$ cat config.mk
export PLATFORM = sky130hd
export DESIGN_NAME = or_flag_bank
export DESIGN_NICKNAME = d
export VERILOG_FILES = /design/src/rtl/or_flag_pkg.sv /design/src/rtl/or_flag_chan.sv /design/src/rtl/or_flag_bank.sv
export SDC_FILE = /design/constraint.sdc
export NUM_CORES = 1
export LEC_CHECK = 0
export CAP_MARGIN = 10
export CORE_MARGIN = 1
export CORE_UTILIZATION = 30
export CTS_CLUSTER_DIAMETER = 100
export DETAILED_ROUTE_END_ITERATION = 12
export GPL_TIMING_DRIVEN = 0
export SLEW_MARGIN = 20
export SYNTH_ARGS = -nofsm -noshare
export SYNTH_HDL_FRONTEND = slang
export SYNTH_SLANG_ARGS = --single-unit
$ cat constraint.sdc
create_clock -name clk -period 1.5 [get_ports clk]
set_input_delay 0.3 -clock clk [delete_from_list [all_inputs] [get_ports clk]]
set_output_delay 0.3 -clock clk [all_outputs]
set_load 0.1 [all_outputs]
$ cat src/rtl/or_flag_pkg.sv
`default_nettype none
// ============================================================
// or_flag_pkg : flag mode encoding and parameter limits
// Rev 1.0
// ============================================================
package or_flag_pkg;

  typedef enum logic [1:0] {
    LEVEL  = 2'd0,
    STICKY = 2'd1,
    RISE   = 2'd2,
    FALL   = 2'd3
  } mode_e;

  localparam int CHANNELS_MIN = 1;
  localparam int CHANNELS_MAX = 16;
  localparam int SOURCES_MIN  = 1;
  localparam int SOURCES_MAX  = 8;
  localparam int CNT_W_MIN    = 2;
  localparam int CNT_W_MAX    = 16;
  localparam int SEL_W        = 4;

endpackage : or_flag_pkg
`default_nettype wire

$ cat src/rtl/or_flag_chan.sv
`default_nettype none
// ============================================================
// or_flag_chan : one channel - OR reduce, mode-selected flag,
//                saturating rising-edge counter
// Rev 1.0
// ============================================================
module or_flag_chan
  import or_flag_pkg::*;
#(
  parameter int SOURCES = 2,
  parameter int CNT_W   = 8
) (
  input  logic               clk,
  input  logic               reset,
  input  logic [SOURCES-1:0] src,
  input  logic [1:0]         mode,
  input  logic               clr,
  output logic               flag,
  output logic [CNT_W-1:0]   count,
  output logic               sat
);

  localparam logic [CNT_W-1:0] C_CNT_MAX = {CNT_W{1'b1}};

  logic             r_prev;
  logic             r_flag;
  logic [CNT_W-1:0] r_count;

  logic             w_or;
  logic             w_rise;
  logic             w_fall;
  logic             w_sat;
  logic             w_flag_nxt;
  logic [CNT_W-1:0] w_count_nxt;
  mode_e            w_mode;

  assign w_or   = |src;
  assign w_rise = w_or & ~r_prev;
  assign w_fall = ~w_or & r_prev;
  assign w_sat  = (r_count == C_CNT_MAX);
  assign w_mode = mode_e'(mode);

  // STICKY: a live source outranks a same-cycle clear
  always_comb begin
    w_flag_nxt = r_flag;
    case (w_mode)
      LEVEL:   w_flag_nxt = w_or;
      STICKY: begin
        if (w_or)
          w_flag_nxt = 1'b1;
        else if (clr)
          w_flag_nxt = 1'b0;
      end
      RISE:    w_flag_nxt = w_rise;
      FALL:    w_flag_nxt = w_fall;
      default: w_flag_nxt = r_flag;
    endcase
  end

  always_comb begin
    w_count_nxt = r_count;
    if (clr)
      w_count_nxt = w_rise ? CNT_W'(1) : '0;
    else if (w_rise && !w_sat)
      w_count_nxt = r_count + CNT_W'(1);
  end

  always_ff @(posedge clk or negedge reset) begin
    if (!reset) begin
      r_prev  <= 1'b0;
      r_flag  <= 1'b0;
      r_count <= '0;
    end else begin
      r_prev  <= w_or;
      r_flag  <= w_flag_nxt;
      r_count <= w_count_nxt;
    end
  end

  assign flag  = r_flag;
  assign count = r_count;
  assign sat   = w_sat;

endmodule : or_flag_chan
`default_nettype wire

$ cat src/rtl/or_flag_bank.sv
`default_nettype none
// ============================================================
// or_flag_bank : CHANNELS registered OR flags with per-channel
//                mode, event counters and counter readback
// Rev 1.0
// ============================================================
module or_flag_bank
  import or_flag_pkg::*;
#(
  parameter int CHANNELS = 4,
  parameter int SOURCES  = 2,
  parameter int CNT_W    = 8
) (
  input  logic                         clk,
  input  logic                         reset,
  input  logic [CHANNELS*SOURCES-1:0]  io_src,
  input  logic [2*CHANNELS-1:0]        io_mode,
  input  logic [CHANNELS-1:0]          io_clr,
  input  logic [SEL_W-1:0]             io_sel,
  output logic [CHANNELS-1:0]          io_s,
  output logic                         io_any,
  output logic [CNT_W-1:0]             io_count,
  output logic [CHANNELS-1:0]          io_sat
);

  logic [CNT_W-1:0] w_cnt [CHANNELS];
  logic [CNT_W-1:0] w_count;

  for (genvar c = 0; c < CHANNELS; c++) begin : g_chan
    or_flag_chan #(
      .SOURCES (SOURCES),
      .CNT_W   (CNT_W)
    ) u_chan (
      .clk   (clk),
      .reset (reset),
      .src   (io_src[c*SOURCES +: SOURCES]),
      .mode  (io_mode[2*c +: 2]),
      .clr   (io_clr[c]),
      .flag  (io_s[c]),
      .count (w_cnt[c]),
      .sat   (io_sat[c])
    );
  end

  assign io_any = |io_s;

  // Unpopulated select values fall through to zero
  always_comb begin
    w_count = '0;
    for (int c = 0; c < CHANNELS; c++) begin
      if (io_sel == SEL_W'(c))
        w_count = w_cnt[c];
    end
  end

  assign io_count = w_count;

endmodule : or_flag_bank
`default_nettype wire

# --- After elaboration in Yosys (flattened, before gate mapping) ---
# Cells that the tools add are included.
# W data, S select, Z words.
totals:
  register_bits: 40
  inputBits: 26
  output_inout_bits: 17
  wordCells: 105
op_classes:
  add_sub_neg: 4
  eq_ne: 23
  muxes: 28
  bitwise_logic: 16
  n_reduce_logical: 22
ops:
  columns: ["op", "n"]
  rows:
  - ["$mux W8", 12]
  - ["$add A8 B1 Y8 const B", 4]
  - ["$eq A8 B8 Y1 const B", 4]
  - ["$eq A2 B2 Y1 const B", 8]
  - ["$pmux W1 S4", 4]
  - ["$mux W1", 12]
  - ["$ne A3 B2 Y1 const B", 4]
  - ["$and A1 B1 Y1", 8]
  - ["$eq A2 B1 Y1 const B", 4]
  - ["$eq A4 B2 Y1 const B", 2]
  - ["$logic_not A2 Y1", 4]
  - ["$not A1 Y1", 8]
  - ["$reduce_bool A2 Y1", 4]
  - ["$reduce_or A2 Y1", 4]
  - ["$eq A4 B1 Y1 const B", 1]
  - ["$logic_and A1 B1 Y1", 4]
  - ["$logic_not A1 Y1", 4]
  - ["$logic_not A4 Y1", 1]
  - ["$reduce_or A4 Y1", 1]

# --- Depth between registers and ports, before layout ---
# Gate-level depths: netlist of run 1.
logic_depth:
  depth_word: 5
  mapped_depth: 6
  depth_no_buf: 4

# --- Cells and area by module ---
# A second synthesis of run 1 with hierarchy kept.
hier_totals:
  hier_cells: 243
  hier_area_um2: 2434.8
modules_own_cells:
  columns: ["mod", "n_inst", "cells_each", "area_per_inst_um2", "seq_area_each_um2"]
  rows:
  - ["or_flag_chan", 4, 53, 544.3, 250.2]
  - ["or_flag_bank", 1, 31, 257.7, 0.0]

# --- Least setup slack after synthesis of run 1 ---
# OpenSTA, ideal clock, no wires.
synth_timing:
  path_kind: "in2out"
  start: "input io_sel[0]"
  end: "output io_count[0]"
  t_arrival_ns: 2.174
  required_time_ns: 1.200
  setup_slack_ns: -0.974
  cell_stages: 3
  n_path_buf: 1
  cell_sequence: "buf_2 > mux4_2 > nor2b_1"
synth_via:
  elab_chain_len: 5
  elab_cells_between_ends: 8
  classes_between: "eq/ne: 3; mux: 4; reduce/logical: 1"
synth_lines:
  columns: ["item", "line", "text"]
  rows:
  - ["start, declared", "or_flag_bank.sv:19", "input logic [SEL_W-1:0] io_sel,"]
  - ["$logic_not A4 Y1", "or_flag_bank.sv:51", "if (io_sel == SEL_W'(c))"]
  - ["$mux W8 (3 in series)", "or_flag_bank.sv:51", null]
  - ["$mux W8 *", "or_flag_bank.sv:51", null]
  - ["end, declared", "or_flag_bank.sv:22", "output logic [CNT_W-1:0] io_count,"]
# Every way passes the cells marked *; elsewhere a longest branch is shown, timed or not.

# --- Worst setup path after layout of run 1 ---
layout_timing:
  start: "register g_chan[0].u_chan.r_count[0]"
  end: "output io_count[0]"
layout_via:
  elab_chain_len: 4
layout_lines:
  columns: ["item", "line", "text"]
  rows:
  - ["start, declared", "or_flag_chan.sv:27", "logic [CNT_W-1:0] r_count;"]
  - ["start signal, assigned", "or_flag_chan.sv:76", "r_count <= w_count_nxt;"]
  - ["$mux W8 (4 in series)", "or_flag_bank.sv:51", null]
# No other way between the ends.

==> flow_summary.toml, run 1 <==
[power]
power.leakage_nw = 1.69
irDropWorstVdd_mv = 0.363
p_per_area_mw_per_mm2 = 583
finalPower_mw = 2.55

[synthesis]
synth_area_leaders = "dfrtp_1 (37%), mux4_2 (6.7%), nor2b_1 (4.4%)"
ys_seq_area_share_pct = 37.5
synth_warnings = 0
yosysTopAreaCellShare_pct = 37.5
async_flop_share_pct = 100
synth-edff-count = 0
yosys.area.top_type = "dfrtp_1"
syn_inst = 277
synth_nets = 307
yosysUniqueCellTypes = 51
ys.flop_type = "dfrtp_1"
netlist_area_mm2 = 0.00267
syn_area_per_cell_um2 = 9.64
synthMostInstantiatedCell = "dfrtp_1"
ys_ff_latch = 40
synth_top_cells_by_count = "dfrtp_1 (40), nor2b_1 (19), nor2_1 (17), a21oi_1 (16), nand2_1 (16)"

[sta]
slew_headroom_pct = 57.3
finalSetupViolCount = 26
max_clock_freq_mhz = 531
rsz0062_at_grt = "true"
fin_ws_ps = -382
skew_ps = 4.71
hold_violations = 0
slew_violations = 0
tns_ps = -5130
fin_hold_ws_ps = 434
fin_crit_sh_pct = 125
period_minus_slack_ps = 1880
tightest_slew_ps = 640

[global_route]
grt_pass1_vias = 2594
gr-total-overflow = 0
grt_start_max_net_pins = 31
antenna_found_initial = 0
track_usage_pct = 18.2
grt_pass1_wl_mm = 12.7

[clocking]
clk_latency_ps = 300
htree_num_levels = 2
clk_pin_slew_ps = 70
numCtsBuffers = 5
cts_root_buf = "clkbuf_8"
clockBufferDepth = 2
cts_tree = "built"
cts.sinks = 40

[worst_setup_path]
path_buf_inv = 2
path_class = "reg -> out"
critPathSlowestCell = "mux4_2"
cp_max_fo = 2
required_ps = 1200
cp.arrival_ps = 1580
crit_path_start_kind = "flop"
path_cells = "buf_6 > mux4_2 > nor2b_4 > buf_12"
cp-end-kind = "primary output"
crit_family = "multiplexers"
max_stage_delay_ps = 440

[place]
dp_hpwl_mm = 4.94
pre_cts_slack_ps = -1240
dpl_cell_area_mm2 = 0.00338
place_congestion = 0.818
port_buffers = 40

[floorplanning]
start_util_pct = 30.8
die_h_um = 96.4
core_mm2 = 0.00868
die_w_um = 96.4
fp-row-count = 34
boundaryPins = 43
die_area_mm2 = 0.00929

[outcome]
violations = "setup timing"
status = "complete, but fails checks"

[detailed_routing]
drt_first_iter_violations = 175
wl_mm = 8.13
drtAntennaViolNets = 0
viasPerCell = 5.46
post-route-drc-count = 0
dr.pass1.iters = 5
vias = 2683
routedWlPerCell_um = 16.6

[flow_run]
maxCapViolations = 0

[final_layout]
diodes = 0
finalNetCount = 413
drive_above_1_share_pct = 49.6
fillCellCount = 770
area.growth.synth_to_final_pct = 63.7
design_area_mm2 = 0.00437

[hold_path]
min_path_type = "in -> async"
==> layout make-up <==
class / instances / area (um2) / share of cell area [%]
timing repair buffer: 109 / 1120 / 25.6
inverter: 10 / 40.0 / 0.916
buffer: 11 / 85.1 / 1.95
sequential: 40 / 1030 / 23.5
clock buffer: 7 / 96.3 / 2.20
multi-input combinational: 206 / 1870 / 42.7
tap: 108 / 135 / 3.09
==> through the flow <==
step           std cells  utilization, %
2_1_floorplan        277               -
3_3_place_gp         425            38.7
3_5_place_dp         426            38.9
4_1_cts              480            47.5
5_1_grt              491            50.4
6_report             491            50.4
==> sequential cells by signal, summed over array words and instances, names as in the netlist <==
| register | count |
|---|---|
| g_chan.u_chan.count | 32 |
| g_chan.u_chan.r_prev | 4 |
| g_chan.u_chan.flag | 4 |
==> cells in the final DEF, fill, tap and decap left out, types with 3 or more instances in the layout <==
cell	instances
clkbuf_1	3
and3_1	9
a311oi_1	3
nand4_1	3
nor3_1	6
a211oi_1	8
nor2b_1	11
mux2_4	3
ha_4	4
nor4_1	3
buf_12	15
nor2_1	15
a21oi_4	3
dfrtp_2	23
buf_6	20
nand2b_1	8
nor4_4	3
a31oi_1	5
mux2i_1	5
nand3_1	7
and4_4	4
clkdlybuf4s50_1	22
nand2_1	15
o21ba_2	4
a41oi_1	6
a22oi_1	4
a21oi_1	12
inv_1	8
o21ai_0	4
buf_4	57
clkbuf_8	7
and2_1	3
dfrtp_1	17
nor2b_4	8
mux4_2	8
==> what timing repair did <==
action | CTS | global route
setup buffers | 54 | 19
pin swaps | 11 | 19
endpoints found under the hold margin | 10 | 0
gates resized for setup | 195 | 42
setup endpoints to repair | 25 | 29
hold buffers | 1 | 0
==> path summary, 6_finish.rpt <==
| check | start | slack [ps] | depth (start not counted) | end |
|---|---|---|---|---|
| worst max register to register | g_chan[1].u_chan.count[1] | -220 | 6 | g_chan[1].u_chan.count[5] |
| worst max-delay path | g_chan[0].u_chan.count[0] | -380 | 4 | io_count[0] |
| min in group clk | g_chan[1].u_chan.count[2] | 560 | 1 | g_chan[1].u_chan.count[2] |
| worst min-delay path | reset | 430 | 2 | g_chan[0].u_chan.count[2] |
| max in group asynchronous | reset | 590 | 3 | g_chan[3].u_chan.count[3] |
| worst min register to register | g_chan[1].u_chan.count[2] | 560 | 1 | g_chan[1].u_chan.count[2] |
==> layer usage <==
layer | routed length [um] | track usage, % | share of wire, %
met2 | 4100 | 30.3 | 50
met4 | 188 | 7.72 | 2.3
met1 | 3370 | 23.3 | 41
met3 | 468 | 3.00 | 5.8
met5 | 0 | 0 | 0
==> logic make-up after synthesis <==
logic type,count (synthesis),synth area share (%)
DFF,40,37.5
adders and majority gates,4,1.87
and+or+nand+nor,113,24.2
muxes,17,10.3
buffers and inverters,31,6.28
AOI/OAI and AO/OA,72,19.9
==> power breakdown <==
part	switching [mW]	leakage, nW	internal [mW]
Combinational	0.320	1.15	0.285
Clock	0.369	0.0503	0.410
Sequential	0.0475	0.491	1.12
No activity file was read; power rests on OpenSTA's default activity.
==> run 2: changes to the inputs <==
--- a/config.mk
+++ b/config.mk
@@ -5,7 +5,6 @@
 export SDC_FILE = /design/constraint.sdc
 export NUM_CORES = 1
 export LEC_CHECK = 0
-export CAP_MARGIN = 10
 export CORE_MARGIN = 1
 export CORE_UTILIZATION = 30
 export CTS_CLUSTER_DIAMETER = 100
==> results of run 2 <==
No change in the layout: final DEF, timing and power equal those of run 1.
